### config.mk
export PLATFORM = sky130hd
export DESIGN_NAME = cc_coef_csr_flat
export DESIGN_NICKNAME = d
export VERILOG_FILES = /design/src/rtl/cc_coef_csr_pkg.sv /design/src/rtl/cc_coef_csr_if.sv /design/src/rtl/cc_coef_csr_axil_wr_slot.sv /design/src/rtl/cc_coef_csr.sv /design/src/flat_wrapper.sv
export SDC_FILE = /design/constraint.sdc
export NUM_CORES = 1
export LEC_CHECK = 0
export ABC_AREA = 1
export ABC_CLOCK_PERIOD_IN_PS = 2300
export CAP_MARGIN = 20
export CORE_MARGIN = 2
export CORE_UTILIZATION = 45
export CTS_BUF_LIST = sky130_fd_sc_hd__clkbuf_8
export CTS_CLUSTER_SIZE = 24
export DETAILED_ROUTE_END_ITERATION = 12
export GPL_TIMING_DRIVEN = 0
export PLACE_DENSITY = 0.7
export REMOVE_ABC_BUFFERS = 1
export SLEW_MARGIN = 20
export SYNTH_ARGS = -nofsm -noshare
export SYNTH_HDL_FRONTEND = slang
export SYNTH_SLANG_ARGS = --single-unit
### constraint.sdc
create_clock -name clk_i -period 2.3 [get_ports clk_i]
set_clock_uncertainty 0.1 [all_clocks]
set_input_delay 0.345 -clock clk_i [delete_from_list [all_inputs] [get_ports clk_i]]
set_output_delay 0.345 -clock clk_i [all_outputs]
set_load 0.05 [all_outputs]
### src/rtl/cc_coef_csr_pkg.sv
// Shared constants, payload types and helpers for the colour-correction coefficient CSR block.
package cc_coef_csr_pkg;

  localparam int unsigned AXIL_AW = 32;
  localparam int unsigned AXIL_DW = 32;
  localparam int unsigned AXIL_SW = AXIL_DW / 8;

  // Word offsets from BASE_ADDR
  localparam int unsigned CC_CTRL_CR     = 0;
  localparam int unsigned CC_STATUS_SR   = 1;
  localparam int unsigned CC_SHADOW_BASE = 4;

  localparam int unsigned CTRL_COMMIT_BIT = 0;
  localparam int unsigned CTRL_AUTO_BIT   = 1;

  localparam logic [1:0] RESP_OKAY   = 2'b00;
  localparam logic [1:0] RESP_SLVERR = 2'b10;

  typedef struct packed {
    logic [AXIL_DW-1:0] data;
    logic [AXIL_SW-1:0] strb;
  } axil_w_t;

  // Byte-lane merge of new write data over the current register value
  function automatic logic [AXIL_DW-1:0] apply_strb(input logic [AXIL_DW-1:0] old_v,
                                                    input logic [AXIL_DW-1:0] new_v,
                                                    input logic [AXIL_SW-1:0] strb);
    logic [AXIL_DW-1:0] res;
    res = old_v;
    for (int unsigned b = 0; b < AXIL_SW; b++) begin
      if (strb[b]) res[8*b +: 8] = new_v[8*b +: 8];
    end
    return res;
  endfunction

endpackage

### src/rtl/cc_coef_csr_if.sv
// AXI4-Lite register bus with master/slave views.
interface axi4_lite_if;
  import cc_coef_csr_pkg::*;

  logic [AXIL_AW-1:0] awaddr;
  logic               awvalid;
  logic               awready;
  logic [AXIL_DW-1:0] wdata;
  logic [AXIL_SW-1:0] wstrb;
  logic               wvalid;
  logic               wready;
  logic [1:0]         bresp;
  logic               bvalid;
  logic               bready;
  logic [AXIL_AW-1:0] araddr;
  logic               arvalid;
  logic               arready;
  logic [AXIL_DW-1:0] rdata;
  logic [1:0]         rresp;
  logic               rvalid;
  logic               rready;

  modport master (
    output awaddr, awvalid, wdata, wstrb, wvalid, bready, araddr, arvalid, rready,
    input  awready, wready, bresp, bvalid, arready, rdata, rresp, rvalid
  );

  modport slave (
    input  awaddr, awvalid, wdata, wstrb, wvalid, bready, araddr, arvalid, rready,
    output awready, wready, bresp, bvalid, arready, rdata, rresp, rvalid
  );

endinterface

### src/rtl/cc_coef_csr_axil_wr_slot.sv
// One-entry valid/data holding slot; ready upstream is simply !full_o.
module axil_wr_slot #(
  parameter int unsigned W = 32
) (
  input  logic         clk_i,
  input  logic         rst_i,
  input  logic         in_valid_i,
  input  logic [W-1:0] in_data_i,
  input  logic         clr_i,
  output logic         full_o,
  output logic [W-1:0] data_o
);

  logic         r_full;
  logic [W-1:0] r_data;

  always_ff @(posedge clk_i) begin
    if (rst_i) begin
      r_full <= 1'b0;
      r_data <= '0;
    end else if (clr_i) begin
      r_full <= 1'b0;
    end else if (in_valid_i && !r_full) begin
      r_full <= 1'b1;
      r_data <= in_data_i;
    end
  end

  assign full_o = r_full;
  assign data_o = r_data;

endmodule

### src/rtl/cc_coef_csr.sv
// Coefficient CSR: AXI4-Lite shadow registers copied to the active set on start-of-frame.
module cc_coef_csr
  import cc_coef_csr_pkg::*;
#(
  parameter logic [31:0] BASE_ADDR = 32'h0000_0000,
  parameter int unsigned COEF_CNT  = 12,
  parameter int unsigned COEF_W    = 18
) (
  input  logic                            clk_i,
  input  logic                            rst_i,
  axi4_lite_if.slave                      csr_i,
  input  logic                            sof_i,
  output logic [COEF_CNT-1:0][COEF_W-1:0] coef_o,
  output logic                            pending_o
);

  localparam int unsigned NREG      = CC_SHADOW_BASE + COEF_CNT;
  localparam int unsigned IDX_W     = 7;
  localparam logic [31:0] MAP_BYTES = 32'(NREG * 4);

  logic [COEF_CNT-1:0][COEF_W-1:0] r_shadow;
  logic [COEF_CNT-1:0][COEF_W-1:0] r_active;
  logic                            r_auto;
  logic                            r_pending;
  logic [7:0]                      r_commit_cnt;
  logic                            r_bvalid;
  logic [1:0]                      r_bresp;
  logic                            r_rvalid;
  logic [AXIL_DW-1:0]              r_rdata;
  logic [1:0]                      r_rresp;

  logic                            w_aw_full;
  logic                            w_w_full;
  logic [AXIL_AW-1:0]              w_aw_addr;
  axil_w_t                         w_w_slot;
  logic                            w_exec;
  logic                            w_copy;
  logic [31:0]                     w_wr_off;
  logic [31:0]                     w_rd_off;
  logic                            w_wr_hit;
  logic                            w_rd_hit;
  logic [IDX_W-1:0]                w_wr_idx;
  logic [IDX_W-1:0]                w_rd_idx;
  logic                            w_wr_ctrl;
  logic                            w_wr_ok;
  logic                            w_commit_wr;
  logic [COEF_CNT-1:0]             w_sh_we;
  logic [COEF_CNT-1:0][COEF_W-1:0] w_sh_nxt;
  logic [AXIL_DW-1:0]              w_rd_data;
  logic                            w_rd_err;

  axil_wr_slot #(.W(AXIL_AW)) u_aw_slot (
    .clk_i      (clk_i),
    .rst_i      (rst_i),
    .in_valid_i (csr_i.awvalid),
    .in_data_i  (csr_i.awaddr),
    .clr_i      (w_exec),
    .full_o     (w_aw_full),
    .data_o     (w_aw_addr)
  );

  axil_wr_slot #(.W($bits(axil_w_t))) u_w_slot (
    .clk_i      (clk_i),
    .rst_i      (rst_i),
    .in_valid_i (csr_i.wvalid),
    .in_data_i  ({csr_i.wdata, csr_i.wstrb}),
    .clr_i      (w_exec),
    .full_o     (w_w_full),
    .data_o     (w_w_slot)
  );

  // A write executes once both halves are held and the previous B has been taken
  assign w_exec = w_aw_full && w_w_full && !r_bvalid;
  assign w_copy = sof_i && (r_pending || r_auto);

  assign w_wr_off    = w_aw_addr - BASE_ADDR;
  assign w_wr_hit    = w_wr_off < MAP_BYTES;
  assign w_wr_idx    = w_wr_off[IDX_W+1:2];
  assign w_wr_ctrl   = w_wr_hit && (w_wr_idx == IDX_W'(CC_CTRL_CR));
  assign w_wr_ok     = w_wr_ctrl || (w_wr_hit && (w_wr_idx >= IDX_W'(CC_SHADOW_BASE)));
  assign w_commit_wr = w_exec && w_wr_ctrl && w_w_slot.strb[0] && w_w_slot.data[CTRL_COMMIT_BIT];

  assign w_rd_off = csr_i.araddr - BASE_ADDR;
  assign w_rd_hit = w_rd_off < MAP_BYTES;
  assign w_rd_idx = w_rd_off[IDX_W+1:2];

  // Per-coefficient write enable and strobe-merged next value
  always_comb begin
    w_sh_we  = '0;
    w_sh_nxt = r_shadow;
    for (int unsigned i = 0; i < COEF_CNT; i++) begin
      w_sh_we[i]  = w_exec && w_wr_hit && (w_wr_idx == IDX_W'(CC_SHADOW_BASE + i));
      w_sh_nxt[i] = COEF_W'(apply_strb(32'(signed'(r_shadow[i])), w_w_slot.data, w_w_slot.strb));
    end
  end

  always_comb begin
    w_rd_data = '0;
    w_rd_err  = 1'b1;
    if (w_rd_hit) begin
      if (w_rd_idx == IDX_W'(CC_CTRL_CR)) begin
        w_rd_data[CTRL_AUTO_BIT] = r_auto;
        w_rd_err                 = 1'b0;
      end else if (w_rd_idx == IDX_W'(CC_STATUS_SR)) begin
        w_rd_data = {16'h0000, r_commit_cnt, 7'h00, r_pending};
        w_rd_err  = 1'b0;
      end
      for (int unsigned i = 0; i < COEF_CNT; i++) begin
        if (w_rd_idx == IDX_W'(CC_SHADOW_BASE + i)) begin
          w_rd_data = 32'(signed'(r_shadow[i]));
          w_rd_err  = 1'b0;
        end
      end
    end
  end

  always_ff @(posedge clk_i) begin
    if (rst_i) begin
      r_shadow <= '0;
    end else begin
      for (int unsigned i = 0; i < COEF_CNT; i++) begin
        if (w_sh_we[i]) r_shadow[i] <= w_sh_nxt[i];
      end
    end
  end

  // Copy samples the shadow before any same-cycle write lands
  always_ff @(posedge clk_i) begin
    if (rst_i) begin
      r_active     <= '0;
      r_commit_cnt <= '0;
    end else if (w_copy) begin
      r_active     <= r_shadow;
      r_commit_cnt <= r_commit_cnt + 8'd1;
    end
  end

  always_ff @(posedge clk_i) begin
    if (rst_i) begin
      r_auto    <= 1'b0;
      r_pending <= 1'b0;
    end else begin
      if (w_exec && w_wr_ctrl && w_w_slot.strb[0]) r_auto <= w_w_slot.data[CTRL_AUTO_BIT];
      if (w_commit_wr)  r_pending <= 1'b1;
      else if (w_copy)  r_pending <= 1'b0;
    end
  end

  always_ff @(posedge clk_i) begin
    if (rst_i) begin
      r_bvalid <= 1'b0;
      r_bresp  <= RESP_OKAY;
    end else if (w_exec) begin
      r_bvalid <= 1'b1;
      r_bresp  <= w_wr_ok ? RESP_OKAY : RESP_SLVERR;
    end else if (r_bvalid && csr_i.bready) begin
      r_bvalid <= 1'b0;
    end
  end

  always_ff @(posedge clk_i) begin
    if (rst_i) begin
      r_rvalid <= 1'b0;
      r_rdata  <= '0;
      r_rresp  <= RESP_OKAY;
    end else if (csr_i.arvalid && !r_rvalid) begin
      r_rvalid <= 1'b1;
      r_rdata  <= w_rd_data;
      r_rresp  <= w_rd_err ? RESP_SLVERR : RESP_OKAY;
    end else if (r_rvalid && csr_i.rready) begin
      r_rvalid <= 1'b0;
    end
  end

  assign csr_i.awready = !w_aw_full;
  assign csr_i.wready  = !w_w_full;
  assign csr_i.bvalid  = r_bvalid;
  assign csr_i.bresp   = r_bresp;
  assign csr_i.arready = !r_rvalid;
  assign csr_i.rvalid  = r_rvalid;
  assign csr_i.rdata   = r_rdata;
  assign csr_i.rresp   = r_rresp;

  assign coef_o    = r_active;
  assign pending_o = r_pending;

endmodule

### src/flat_wrapper.sv
// flat-port wrapper written by rule: the top's interface ports become plain ports
module cc_coef_csr_flat import cc_coef_csr_pkg::*;
#(
  parameter logic [31:0] BASE_ADDR = 32'h0000_0000,
  parameter int unsigned COEF_CNT  = 12,
  parameter int unsigned COEF_W    = 18
)
  (clk_i, rst_i, sof_i, coef_o, pending_o, csr_i_awaddr, csr_i_awvalid, csr_i_wdata, csr_i_wstrb, csr_i_wvalid, csr_i_bready, csr_i_araddr, csr_i_arvalid, csr_i_rready, csr_i_awready, csr_i_wready, csr_i_bresp, csr_i_bvalid, csr_i_arready, csr_i_rdata, csr_i_rresp, csr_i_rvalid);
  axi4_lite_if csr_i_i ();
  input  logic clk_i;
  input  logic rst_i;
  input  logic sof_i;
  output logic [COEF_CNT-1:0][COEF_W-1:0] coef_o;
  output logic pending_o;
  input wire logic [$bits(csr_i_i.awaddr)-1:0] csr_i_awaddr;
  input wire logic [$bits(csr_i_i.awvalid)-1:0] csr_i_awvalid;
  input wire logic [$bits(csr_i_i.wdata)-1:0] csr_i_wdata;
  input wire logic [$bits(csr_i_i.wstrb)-1:0] csr_i_wstrb;
  input wire logic [$bits(csr_i_i.wvalid)-1:0] csr_i_wvalid;
  input wire logic [$bits(csr_i_i.bready)-1:0] csr_i_bready;
  input wire logic [$bits(csr_i_i.araddr)-1:0] csr_i_araddr;
  input wire logic [$bits(csr_i_i.arvalid)-1:0] csr_i_arvalid;
  input wire logic [$bits(csr_i_i.rready)-1:0] csr_i_rready;
  output wire logic [$bits(csr_i_i.awready)-1:0] csr_i_awready;
  output wire logic [$bits(csr_i_i.wready)-1:0] csr_i_wready;
  output wire logic [$bits(csr_i_i.bresp)-1:0] csr_i_bresp;
  output wire logic [$bits(csr_i_i.bvalid)-1:0] csr_i_bvalid;
  output wire logic [$bits(csr_i_i.arready)-1:0] csr_i_arready;
  output wire logic [$bits(csr_i_i.rdata)-1:0] csr_i_rdata;
  output wire logic [$bits(csr_i_i.rresp)-1:0] csr_i_rresp;
  output wire logic [$bits(csr_i_i.rvalid)-1:0] csr_i_rvalid;
  assign csr_i_i.awaddr = csr_i_awaddr;
  assign csr_i_i.awvalid = csr_i_awvalid;
  assign csr_i_i.wdata = csr_i_wdata;
  assign csr_i_i.wstrb = csr_i_wstrb;
  assign csr_i_i.wvalid = csr_i_wvalid;
  assign csr_i_i.bready = csr_i_bready;
  assign csr_i_i.araddr = csr_i_araddr;
  assign csr_i_i.arvalid = csr_i_arvalid;
  assign csr_i_i.rready = csr_i_rready;
  assign csr_i_awready = csr_i_i.awready;
  assign csr_i_wready = csr_i_i.wready;
  assign csr_i_bresp = csr_i_i.bresp;
  assign csr_i_bvalid = csr_i_i.bvalid;
  assign csr_i_arready = csr_i_i.arready;
  assign csr_i_rdata = csr_i_i.rdata;
  assign csr_i_rresp = csr_i_i.rresp;
  assign csr_i_rvalid = csr_i_i.rvalid;
  cc_coef_csr #(.BASE_ADDR(BASE_ADDR), .COEF_CNT(COEF_CNT), .COEF_W(COEF_W)) u_core (.clk_i(clk_i), .rst_i(rst_i), .csr_i(csr_i_i), .sof_i(sof_i), .coef_o(coef_o), .pending_o(pending_o));
endmodule
# == After elaboration in Yosys (flattened, before gate mapping) ==
# Index checks and enable logic that the tools add are counted.
# classes
add_sub_neg,1
shift,0
muxes,40
multipliers,0
n_eq_ne,25
magnitude_cmp,3
n_div,0
n_reduce_logical,76
bitwise_logic,1
# op_table
op,n
two-way mux 32 bit,13
== test 7 x 4 -> 1 bit (second input constant),16
AND reduction 2 bit,38
< comparator 32 x 7 -> 1 bit (second input constant),2
== test 7 x 3 -> 1 bit (second input constant),8
logical AND 1 bit,26
two-way mux 1 bit,23
two-way mux 16 bit,1
logical NOT 7 bit,2
two-way mux 14 bit,1
adder 8 x 1 -> 8 bit (second input constant),1
== test 7 x 1 -> 1 bit (second input constant),1
>= comparator 7 x 3 -> 1 bit (second input constant),1
nonzero test 2 bit,3
logical NOT 1 bit,4
two-way mux 2 bit,2
logical OR 1 bit,2
OR reduction 2 bit,1
inverter 1 bit,1
# word_totals
latchBits,0
elab_cells,206
rom_bits,0
input_bits,108
mem_bits_rw,0
register_bits,536
memories,0
out_inout_bits,258

# == Longest topological paths before layout ==
# Gate-level depths: netlist (run 1).
# depth
word_depth,17
ltp_mapped,17
ltp_nobuf,16

# == By module ==
# Synthesis (run 1) repeated with hierarchy kept, for this count alone.
# unflattened
hier_cells,2969
area_unflattened_um2,21593.2
# modules_own_cells
mod,area_per_inst_um2,n_inst,cells_per_inst,seq_area_each_um2
cc_coef_csr,18686.7,1,2528,9288.9
axil_wr_slot at u_core.u_w_slot,1536.5,1,233,740.7
axil_wr_slot at u_core.u_aw_slot,1370.1,1,208,660.6

# == Worst setup path after synthesis (run 1) ==
# No wires, ideal clock.
# synth_timing
kind,register to register
start,register u_core.r_rvalid (netlist: u_core.csr_i.rvalid)
end,register u_core.r_rdata[10] (netlist: u_core.csr_i.rdata[10])
stages_incl_launch_ff,11
t_required_ps,2130
period_less_slack_ps,2371
path_slack_ps,-71
n_path_buf,1
setup_time_ps,70
arrival_ps,2200
path_cell_list,dfxtp_1 -> inv_1 -> nand2_1 -> inv_1 -> nand2_1 -> nor4_1 -> nand4_1 -> clkbuf_1 -> nor2_1 -> nand2_1 -> a21oi_1
# synth_between
elab_chain_cells,2
# synth_lines
element,line_no,text
start: declaration,cc_coef_csr.sv:28,logic r_rvalid;
start signal: assignment,cc_coef_csr.sv:163,r_rvalid <= 1'b0;
start signal: assignment,cc_coef_csr.sv:167,r_rvalid <= 1'b1;
start signal: assignment,cc_coef_csr.sv:171,r_rvalid <= 1'b0;
logical NOT 1 bit,--,
via csr_i_arready,flat_wrapper.sv:28,output wire logic [$bits(csr_i_i.arready)-1:0] csr_i_arready;
logical AND 1 bit,cc_coef_csr.sv:166,end else if (csr_i.arvalid && !r_rvalid) begin
end signal: assignment,cc_coef_csr.sv:168,r_rdata <= w_rd_data;
end: declaration,cc_coef_csr.sv:29,logic [AXIL_DW-1:0] r_rdata;
# The timed path passes the listed nets, and every way through them passes these cells.
# A chain may end at the register's enable or synchronous reset.

# == Worst setup path in the final report (run 1) ==
# layout_timing
start,register u_core.u_aw_slot.r_data[28] (netlist: u_core.u_aw_slot.data_o[28])
end,register u_core.r_shadow[156] (netlist name)
# layout_between
elab_chain_cells,4
# layout_lines
element,line_no,text
start: declaration,cc_coef_csr_axil_wr_slot.sv:15,logic [W-1:0] r_data;
start signal: assignment,cc_coef_csr_axil_wr_slot.sv:25,r_data <= in_data_i;
< comparator 32 x 7 -> 1 bit,cc_coef_csr.sv:77,assign w_wr_hit = w_wr_off < MAP_BYTES;
logical AND 1 bit (2 in a row),cc_coef_csr.sv:92,w_sh_we[i] = w_exec && w_wr_hit && (w_wr_idx == IDX_W'(CC_SHADOW_BASE + i));
AND reduction 2 bit (no source line),--,
end signal: indexed assignment,cc_coef_csr.sv:122,if (w_sh_we[i]) r_shadow[i] <= w_sh_nxt[i];
end: declaration,cc_coef_csr.sv:21,logic [COEF_CNT-1:0][COEF_W-1:0] r_shadow;
# No other way between the ends.

==> metrics, run 1 <==
Hold WS 0.203 ns; synthesized area 0.0204 mm2; R2R setup slack -0.001 ns; fraction of registers with async set/reset 0; Iteration-0 DRC Markers 1,839; min-delay src csr_i_awaddr[22]; Worst-Margin Slew 0.798 ns; clock latency on the worst-skew pair about 0.65 ns; DR pass1 iterations 6; family with the most delay on the worst path simple AND/OR/NAND/NOR gates; RR Endpoint u_core.r_shadow[156]; Syn Area/Cell 7.40 um2; endpoints failing setup 2; cell count after synthesis between 2,000 and 3,000; Pleak ~11 nW; main flop type after synthesis dfxtp_1; crit start category flip-flop; Final Hold Fails 0; CP Max Fanout 7; power per cell area 674 mW/mm2; Antenna Nets Post-Route 0; Root Buffer clkbuf_8; worst r2r src u_core.u_aw_slot.data_o[28]; WHS Endpoint u_core.u_aw_slot.data_o[22]; first-pass GRT wire length 104,000 um; Max Cap Viol 0; CP required between 2 and 3 ns; IO Pins 366; RSZ-0062 raised after global routing yes; Distinct cells, synth 39; Seq/Total Area, Yosys 0.508; failing checks negative setup slack; met3 wire length between 5000 and 6000 um; CTS Buffer Depth 3; Worst Setup Path Type reg2reg; die width 217 um; PnR worst setup slack -0.00144 ns; top layer in use met5; CORE AREA around 0.044 mm2; endpoint class of the critical path flip-flop; clk slew on worst S/H paths roughly 0.06 ns; Peak VDD IR between 0.4 and 0.5 mV; remaining global-route overflow 0; chip height 217 um; initial antenna violation count 3; status finished, violations left; Tot Pwr around 18 mW; CTS sink count 517; Fillers 3,996; Post-synth EDFFs 0; Synth Warn # 0; worst path buffer plus inverter count 3; DRT Wirelength 69,700 um; Core Util, Final 0.610; Layout Nets 3,176; Vias/cell about 5.4; via count 20,168; flops & latches, synth around 520; Final Non-Filler Cells 3,718; critical path startpoint u_core.u_aw_slot.data_o[28]; max_slew headroom 0.467; vias in the first global route 18,893; DR WL met2 approximately 32,000 um; largest net degree at the start of global routing 138; layout cells sized above 1 0.124; Placement Rows just under 80; max-slew violations 0; Worst path slowest cell dfxtp_2; class of the worst hold path in2reg; Metal-1 WL 29,400 um; Hold Crit Depth 3; CTS Buf Count 84; IO buf count 344; drt drc 0; worst path arrival time 2.78 ns; CTS tree built; worst reg2reg path depth 11; Final min period 2.30 ns; Initial Utilization 0.458; Global Route Usage Sum 0.283; Final period util 1.00; post-place setup slack -1.63 ns; Area growth syn-to-layout 33.1%; placed insts 3,512; biggest cell delay along the critical path 0.34 ns; cells along the critical path or2_4 > nor4_4 > nand3_2 > nor2_4 > buf_12 > nand4_1 > buf_6 > nor2_4 > buf_12 > nand2_4 > a21oi_2; Post-DP HPWL about 46,000 um; H-tree depth 3; post-DR wirelength/cell about 19 um; Peak Freq 0.435 GHz; Die ar. 0.0470 mm2; RD Place Congestion 0.948
## cell families after synthesis
group / Yosys count / synth area share
and+or+nand+nor: 1029 / 0.205
AOI/OAI and AO/OA: 795 / 0.205
DFF: 517 / 0.508
buffers and inverters: 407 / 0.0805
xor gates and xnor gates: 1 / 0.000430
adders and majority gates: 1 / 0.000615
other: 1 / 0.000184
## layout make-up
type / count / area [um2] / area share
flip-flops and latches: 517 / 10400 / 0.382
multi-input cells: 1829 / 9130 / 0.337
repair buffers: 411 / 4210 / 0.156
clock buffers: 107 / 1470 / 0.0544
inverters: 220 / 911 / 0.0336
well taps: 592 / 741 / 0.0273
clock inverters: 36 / 229 / 0.00845
repair inverters: 4 / 31.3 / 0.00115
diodes: 2 / 5.00 / 0.000185
## flip-flops by register name (all words and copies together) (netlist names)
signal                   flops
u_core.u_aw_slot.full_o      1
u_core.csr_i.bvalid          1
u_core.r_auto                1
u_core.coef_o              216
u_core.u_aw_slot.data_o     30
u_core.u_w_slot.data_o      21
u_core.r_shadow            216
u_core.csr_i.rdata          18
u_core.csr_i.rresp           1
u_core.csr_i.bresp           1
u_core.u_w_slot.full_o       1
u_core.csr_i.rvalid          1
u_core.pending_o             1
u_core.r_commit_cnt          8
## worst max-delay path by stage
| stage | end | cells past startpoint |
|---|---|---|
| floorplan | u_core.coef_o[0] | 4 |
| global placement | u_core.coef_o[148] | 4 |
| detailed placement | u_core.csr_i.rdata[14] | 15 |
| CTS | coef_o[149] | 1 |
| global route | u_core.r_shadow[169] | 11 |
| finish | u_core.r_shadow[156] | 11 |
## worst reg2reg max path: cells and delay by family (launching register included)
kind,cells,cell delay [ns]
AOI/OAI and AO/OA,1,0.14
buffers and inverters,3,0.50
DFF,1,0.34
and+or+nand+nor,7,1.17
## cells in the mapped netlist, types with 2 or more instances
| master | instances | area [um2] |
|---|---|---|
| inv_1 | 207 | 777 |
| nand2_1 | 380 | 1430 |
| a211oi_1 | 55 | 413 |
| nor2_2 | 11 | 68.8 |
| nand3_2 | 5 | 50.1 |
| o21ai_0 | 380 | 1900 |
| clkbuf_1 | 131 | 492 |
| nor3_4 | 2 | 32.5 |
| buf_6 | 2 | 22.5 |
| clkinv_1 | 2 | 7.51 |
| buf_1 | 15 | 56.3 |
| a21oi_1 | 333 | 1670 |
| nor3_2 | 2 | 20.0 |
| nand3_1 | 40 | 200 |
| o221a_2 | 3 | 33.8 |
| nor2_4 | 2 | 22.5 |
| inv_2 | 11 | 41.3 |
| o21ai_1 | 9 | 45.0 |
| buf_4 | 19 | 143 |
| or2_2 | 7 | 43.8 |
| nand4_1 | 28 | 175 |
| dfxtp_1 | 517 | 10300 |
| nand2_2 | 3 | 18.8 |
| o22ai_1 | 9 | 56.3 |
| nor3_1 | 14 | 70.1 |
| nor4_1 | 9 | 56.3 |
| and3_1 | 2 | 12.5 |
| nor2_1 | 522 | 1960 |
| buf_2 | 20 | 100 |
| a221oi_1 | 2 | 17.5 |
## cells in the final DEF (no fill, tap or decap), drive strengths merged
cell type      synthesis  layout
nor3                  18      18
a221oi                 2       2
clkbuf               131     123
o211ai                 1       1
nand3                 45      45
conb                   1       2
nor4                   9       9
xor2                   1       1
clkinv                 2       9
inv                  218     236
and3                   2       2
dlymetal6s2s           0      11
o21a                   1       1
bufbuf                 0       1
o21ai                389     390
dlygate4sd2            0      49
nor3b                  1       1
bufinv                 0       3
nor2                 535     535
a211oi                56      56
clkinvlp               0      12
o221a                  3       3
a21oi                333     333
buf                   56      65
nand4                 28      28
dlygate4sd3            0       1
or2                    8       8
nand2                383     383
ha                     1       1
o22ai                  9       9
clkdlybuf4s50          0     267
dfxtp                517     517
clkdlybuf4s15          0       1
diode                  0       2
o2111ai                1       1
## timing repair
item | CTS | global route
buffers inserted | 29 | 24
endpoints found under the hold margin | 16 | 0
pin swaps | 16 | 68
endpoints found under the setup margin | 419 | 347
hold buffers | 1 | 0
gates resized for setup | 146 | 183
cloned | 5 | 2
## routing by layer
metal / GRT usage / vias up
met2: 0.459 / 885
li1: - / 9639
met4: 0.127 / 2
met5: 0 / -
met3: 0.0493 / 192
met1: 0.368 / 9450
## power breakdown
part	switching [mW]	total, mW	internal, mW
Clock	3.64	8.12	4.48
Sequential	0.176	9.22	9.04
Combinational	0.623	0.936	0.314
Total	4.43	18.3	13.8
## through the flow
step / setup TNS [ns] / area [um2]
after floorplan: -1603.92 / 19500
after global placement: -5420.01 / 23700
after detailed placement: -216.86 / 24000
after CTS: 0 / 26300
after global routing: -1.86 / 27100
final: -0.00243 / 27100
No activity file was read; power rests on OpenSTA's default activity.
==> run 2: changes to the inputs <==
--- a/config.mk
+++ b/config.mk
@@ -7,8 +7,7 @@
 export LEC_CHECK = 0
 export ABC_AREA = 1
 export ABC_CLOCK_PERIOD_IN_PS = 2300
-export CAP_MARGIN = 20
-export CORE_MARGIN = 2
+export CAP_MARGIN = 10
 export CORE_UTILIZATION = 45
 export CTS_BUF_LIST = sky130_fd_sc_hd__clkbuf_8
 export CTS_CLUSTER_SIZE = 24
==> run 2 against run 1 <==
Net effect:
- the flow finishes with violations (negative hold slack, negative setup slack)
- critical path depth fell by 5
- global-route usage is 0.12 points lower
- worst hold slack worse by 0.22 ns
- non-clock buffer count grew 5
- routed wire length fell by 2.7%
- clock-buffer cell count fell by 4
- design area shrank 0.26%
- critical path type unchanged
- largest cell class unchanged
==> metrics, run 2 (same netlist as run 1, synthesis figures left out) <==
status finished, violations left; failing checks negative hold slack, negative setup slack; WHS Endpoint u_core.r_shadow[149]; Hold Crit Depth 2 (-1); Placed Area 0.0240 mm2 (about the same); max_slew headroom 0.459 (-0.00785); post-place setup slack -1.77 ns (-0.142 ns); power per cell area 665 mW/mm2 (-1.5%); Worst Setup Path Type reg2reg; Iteration-0 DRC Markers 1,622 (-12%); chip height 215 um (-0.92%); CTS sink count 517 (unchanged); Final Hold Fails 3 (+3); CTS tree built; layout cells sized above 1 0.113 (-0.0105); endpoints failing setup 12 (+10); Vias/cell 5.37 (-1.1%); RD Place Congestion 0.946 (-0.16%); Area growth syn-to-layout 32.7%; post-DR wirelength/cell 18.2 um (-3.0%); most common cell after layout, fill and taps aside dfxtp_1; most frequent cells in the layout 516 x dfxtp_1, 506 x nor2_1, 377 x o21ai_0, 342 x nand2_1, 314 x a21oi_1; largest net degree at the start of global routing 132 (-4.3%); FF/Latch Area 0.0104 mm2 (about the same); Core Util, Final 0.608 (-0.00161); IO buf count 344 (unchanged); family with the most delay on the worst path simple AND/OR/NAND/NOR gates; critical path startpoint u_core.u_aw_slot.data_o[8]; Worst path slowest cell nand3_2; Worst-Margin Slew 0.810 ns (+0.0118 ns); Metal-1 WL 28,400 um (-3.1%); Initial Utilization 0.458 (unchanged); initial antenna violation count 8 (+5); Tot Pwr 18.0 mW (-1.7%); CP Max Fanout 16 (+9); H-tree depth 3 (unchanged); final instance area 0.0270 mm2 (-0.26%); vias in the first global route 18,853 (-0.21%); die width 215 um (-0.92%); Final Non-Filler Cells 3,728 (+0.27%); Setup TNS -0.189 ns (-0.186 ns); met3 wire length 5350 um (+1.7%); RSZ-0062 raised after global routing yes; first-pass GRT wire length 103,000 um (-1.3%); Peak VDD IR 0.463 mV (-6.4%); Final period util 1.01 (+0.0133); worst path buffer plus inverter count 1 (-2); endpoint class of the critical path flip-flop; RR Endpoint u_core.r_shadow[50]; top layer in use met5; Fillers 3,969 (-0.68%); biggest cell delay along the critical path 0.42 ns (+0.08 ns); area occupied by multi-input gates 0.00893 mm2 (-2.2%); CP required 2.72 ns (-0.06 ns); DR pass1 iterations 8 (+2); worst path arrival time 2.75 ns (-0.03 ns); Peak Freq 0.429 GHz (-1.3%); Placement Rows 77 (unchanged); clock latency on the worst-skew pair 0.66 ns (about the same); Pleak 12.1 nW (+11%); hold_buf cts 1 (unchanged); R2R setup slack -0.03 ns (-0.03 ns); Root Buffer clkbuf_8; CORE AREA 0.0444 mm2 (unchanged); worst r2r src u_core.u_aw_slot.data_o[8]; Post-DP HPWL 46,100 um (-0.88%); worst reg2reg path depth 6 (-5); Antenna Nets Post-Route 0 (unchanged); min-delay src rst_i; remaining global-route overflow 0 (unchanged); class of the worst hold path in2reg; via count 20,002 (-0.82%); placed insts 3,512 (unchanged); DRT Wirelength 67,800 um (-2.7%); drt drc 0 (unchanged); Layout Nets 3,179 (+0.094%); cells along the critical path nor3_4 > inv_1 > nor3_2 > nand3_2 > a21oi_1 > nor2_1; PnR worst setup slack -0.0320 ns (-0.0305 ns); crit start category flip-flop; DR WL met2 31,600 um (-1.4%); Max Cap Viol 0 (unchanged); CTS Buffer Depth 3 (unchanged); Global Route Usage Sum 0.281 (-0.00120); IO Pins 366 (unchanged); Hold WS -0.0172 ns (-0.221 ns); Die ar. 0.0461 mm2 (-1.8%); CTS Buf Count 83 (-1.2%); Final min period 2.33 ns (+0.0305 ns); max-slew violations 0 (unchanged); clk slew on worst S/H paths 0.06 ns (about the same)
[run 2: where the power goes]
part	internal [mW]	switching, mW	leakage [nW]
Sequential	9.04	0.158	4.18
Combinational	0.310	0.601	6.99
Clock	4.14	3.70	0.948
[run 2: worst max path at each step]
stage / depth (start not counted) / to / slack [ns]
finish: 6 / u_core.r_shadow[50] / -0.03
global placement: 4 / u_core.coef_o[123] / -14.37
floorplan: 4 / u_core.coef_o[0] / -5.84
global route: 6 / u_core.r_shadow[45] / -0.15
CTS: 1 / coef_o[35] / 0.0006
detailed placement: 15 / u_core.csr_i.rdata[14] / -1.77
[run 2: worst reg2reg max path, delay by kind of cell, from the launching register on]
kind	cells	cell delay, ns
and+or+nand+nor	4	1.22
buffers and inverters	1	0.25
DFF	1	0.34
AOI/OAI and AO/OA	1	0.29
[run 2: layout make-up]
type,count,area share
Timing Repair Buffer,416,0.164
Tap cell,592,0.0274
Clock inverter,43,0.00815
Sequential cell,517,0.383
Inverter,220,0.0333
Multi-Input combinational cell,1830,0.331
Timing Repair inverter,2,0.000556
Clock buffer,103,0.0525
Antenna cell,5,0.000463
[run 2: repair_timing]
action	CTS	global route
endpoints found under the setup margin	321	409
endpoints found under the hold margin	4	3
gates cloned	2	3
resized for setup	132	228
pin swaps	16	54
setup buffers	28	31
[run 2: layer usage]
layer  GRT usage  up-vias
li1            -     9645
met1       0.358     9378
met2       0.459      792
met3      0.0618      179
met4       0.120        8
met5           0        -
==> RTL edit: new RTL, settings of run 1 <==
Reset style: asynchronous (`rst_i`), changed in 6 clocked blocks.
--- a/src/rtl/cc_coef_csr_axil_wr_slot.sv
+++ b/src/rtl/cc_coef_csr_axil_wr_slot.sv
@@ -16,3 +16,3 @@
 
-  always_ff @(posedge clk_i) begin
+  always_ff @(posedge clk_i or posedge rst_i) begin
     if (rst_i) begin
--- a/src/rtl/cc_coef_csr.sv
+++ b/src/rtl/cc_coef_csr.sv
@@ -116,3 +116,3 @@
 
-  always_ff @(posedge clk_i) begin
+  always_ff @(posedge clk_i or posedge rst_i) begin
     if (rst_i) begin
@@ -127,3 +127,3 @@
   // Copy samples the shadow before any same-cycle write lands
-  always_ff @(posedge clk_i) begin
+  always_ff @(posedge clk_i or posedge rst_i) begin
     if (rst_i) begin
@@ -137,3 +137,3 @@
 
-  always_ff @(posedge clk_i) begin
+  always_ff @(posedge clk_i or posedge rst_i) begin
     if (rst_i) begin
@@ -148,3 +148,3 @@
 
-  always_ff @(posedge clk_i) begin
+  always_ff @(posedge clk_i or posedge rst_i) begin
     if (rst_i) begin
@@ -160,3 +160,3 @@
 
-  always_ff @(posedge clk_i) begin
+  always_ff @(posedge clk_i or posedge rst_i) begin
     if (rst_i) begin
Check against the original RTL: not equivalent (a bounded check fails within 4 cycles, from zero or initial values and one cycle with rst_i high; the reset may be asserted at any time).
==> RTL edit against run 1 <==
- worst setup slack gained 43 ps
- area after synthesis grew 7.2%
- count of clock-buffer cells in the layout grew 3
- sequential share of layout area grew 7.1 points
- first-iteration DRC count shrank 11%
- design area grew 5.4%
- global-route usage shrank 1.4 points
- non-clock buffer count shrank 11
- sequential cell count is the same
- wire length shrank 1.5%
Power is not compared: it rests on default switching activity, and its combinational part moved more than twofold at a synthesized area within 25%.
==> RTL edit: results (changes against run 1) <==
Largest cells by area after synthesis: dfrtp_1 (59%), nand2_1 (15%), o21ai_0 (6.1%), inv_1 (3.2%), o21ai_1 (2.9%) (was dfxtp_1 (51%), nor2_1 (9.6%), o21ai_0 (9.3%), a21oi_1 (8.2%), nand2_1 (7.0%))
Global routing usage on met2: 43.4% (was 45.9%)
Layout net count: 2939 (was 3176)
Worst Path Arrival: 2690 ps (was 2780 ps)
Maximum fanout encountered on the critical timing path: 8 (was 7)
Met1 wire length: 27600 um (was 29400 um)
Number of antenna violations at the first check in global routing: 8 (was 3)
Detail-routed via count per cell: 5.31 (was 5.42)
Launch instance of the worst min-delay path: csr_i_wdata[2] (was csr_i_awaddr[22])
Worst-margin pin slew: 965 ps (was 798 ps)
GRT met1 Usage: 34.1% (was 36.8%)
Clock buffer count from CTS: 86 (was 84)
Pre-CTS worst setup slack: -1920 ps (was -1630 ps)
Seq/Total Area, Yosys: 59.3% (was 50.8%)
Worst reg2reg path startpoint: u_core.u_aw_slot.data_o[29]$_DFFE_PP0P_ (was u_core.u_aw_slot.data_o[28]$_SDFFE_PP0P_)
DR WL/cell: 19.5 um (was 18.8 um)
Number of unique standard cell types used by synthesis: 43 (was 39)
Post CTS Setup Buffer Count: 16 (was 29)
Met3 Resource Use GR: 6.43% (was 4.93%)
Met2 layer wire length in the routed design: 32700 um (was 32100 um)
Maximum number of pins on one net before global-route repair: 109 (was 138)
Final RePlAce weighted congestion: 0.893 (was 0.948)
Half-perimeter wire length after placement: 47000 um (was 46500 um)
CP max-delay cell: dfrtp_1 (was dfxtp_2)
Maximum single-stage delay on the critical path: 380 ps (was 340 ps)
Cell area after placement: 0.0259 mm^2 (was 0.0240 mm^2)
Ys async rst share: 100% (was 0%)
Run status: complete, no violations (was finished, violations left)
Fraction of final layout cells with drive strength greater than 1: 14.2% (was 12.4%)
Clock latency on the worst-skew pair: 680 ps (was 650 ps)
Number of optimization iterations in the first detailed-route pass: 7 (was 6)
Met3 routed WL: 5400 um (was 5260 um)
Global-route wire length before repair: 104000 um (about the same)
-- RTL edit: worst paths after layout --
| check | to | slack (ps) | cells past startpoint |
|---|---|---|---|
| max | u_core.r_shadow[184]$_DFFE_PP0P_ | 40 | 11 |
| min | u_core.u_w_slot.data_o[6]$_DFFE_PP0P_ | 150 | 3 |
| max reg2reg | u_core.r_shadow[184]$_DFFE_PP0P_ | 40 | 11 |
| min reg2reg | u_core.coef_o[180]$_DFFE_PP0P_ | 370 | 2 |
| max in group asynchronous | u_core.coef_o[26]$_DFFE_PP0P_ | 280 | 5 |
| min in group asynchronous | u_core.coef_o[58]$_DFFE_PP0P_ | 570 | 3 |
-- RTL edit: kinds of logic after synthesis --
family / synth area share (%)
buffers and inverters: 6.49
AND/OR/NAND/NOR: 21.1
flip-flops: 59.3
multiplexers: 1.50
other: 0.0172
adder cells (fa/ha/maj): 0.0574
AO/OA/AOI/OAI: 11.3
XOR/XNOR: 0.281
-- RTL edit: metrics by stage --
step | utilization [%] | power, uW | cells
global placement | 53.1 | 12700 | 3296
CTS | 58.2 | 21600 | 3489
detailed placement | 54.2 | 12900 | 3316
finish | 59.8 | 21700 | 3517
floorplan | - | 11700 | 2337
global route | 59.8 | 22500 | 3514
-- RTL edit: layout make-up --
| cell class | count | area [um^2] |
|---|---|---|
| Antenna cell | 5 | 12.5 |
| Clock buffer | 110 | 1510 |
| Clock inverter | 45 | 358 |
| Fill cell | 4168 | 19200 |
| Inverter | 195 | 772 |
| Multi-Input combinational cell | 1630 | 8130 |
| Sequential cell | 517 | 12900 |
| Tap cell | 615 | 769 |
| Timing Repair Buffer | 400 | 4070 |
-- RTL edit: tightest hold or removal path, stage by stage --
cell             delay, ps
clkdlybuf4s50_1        400
nor2_1                 100
a21oi_1                 40
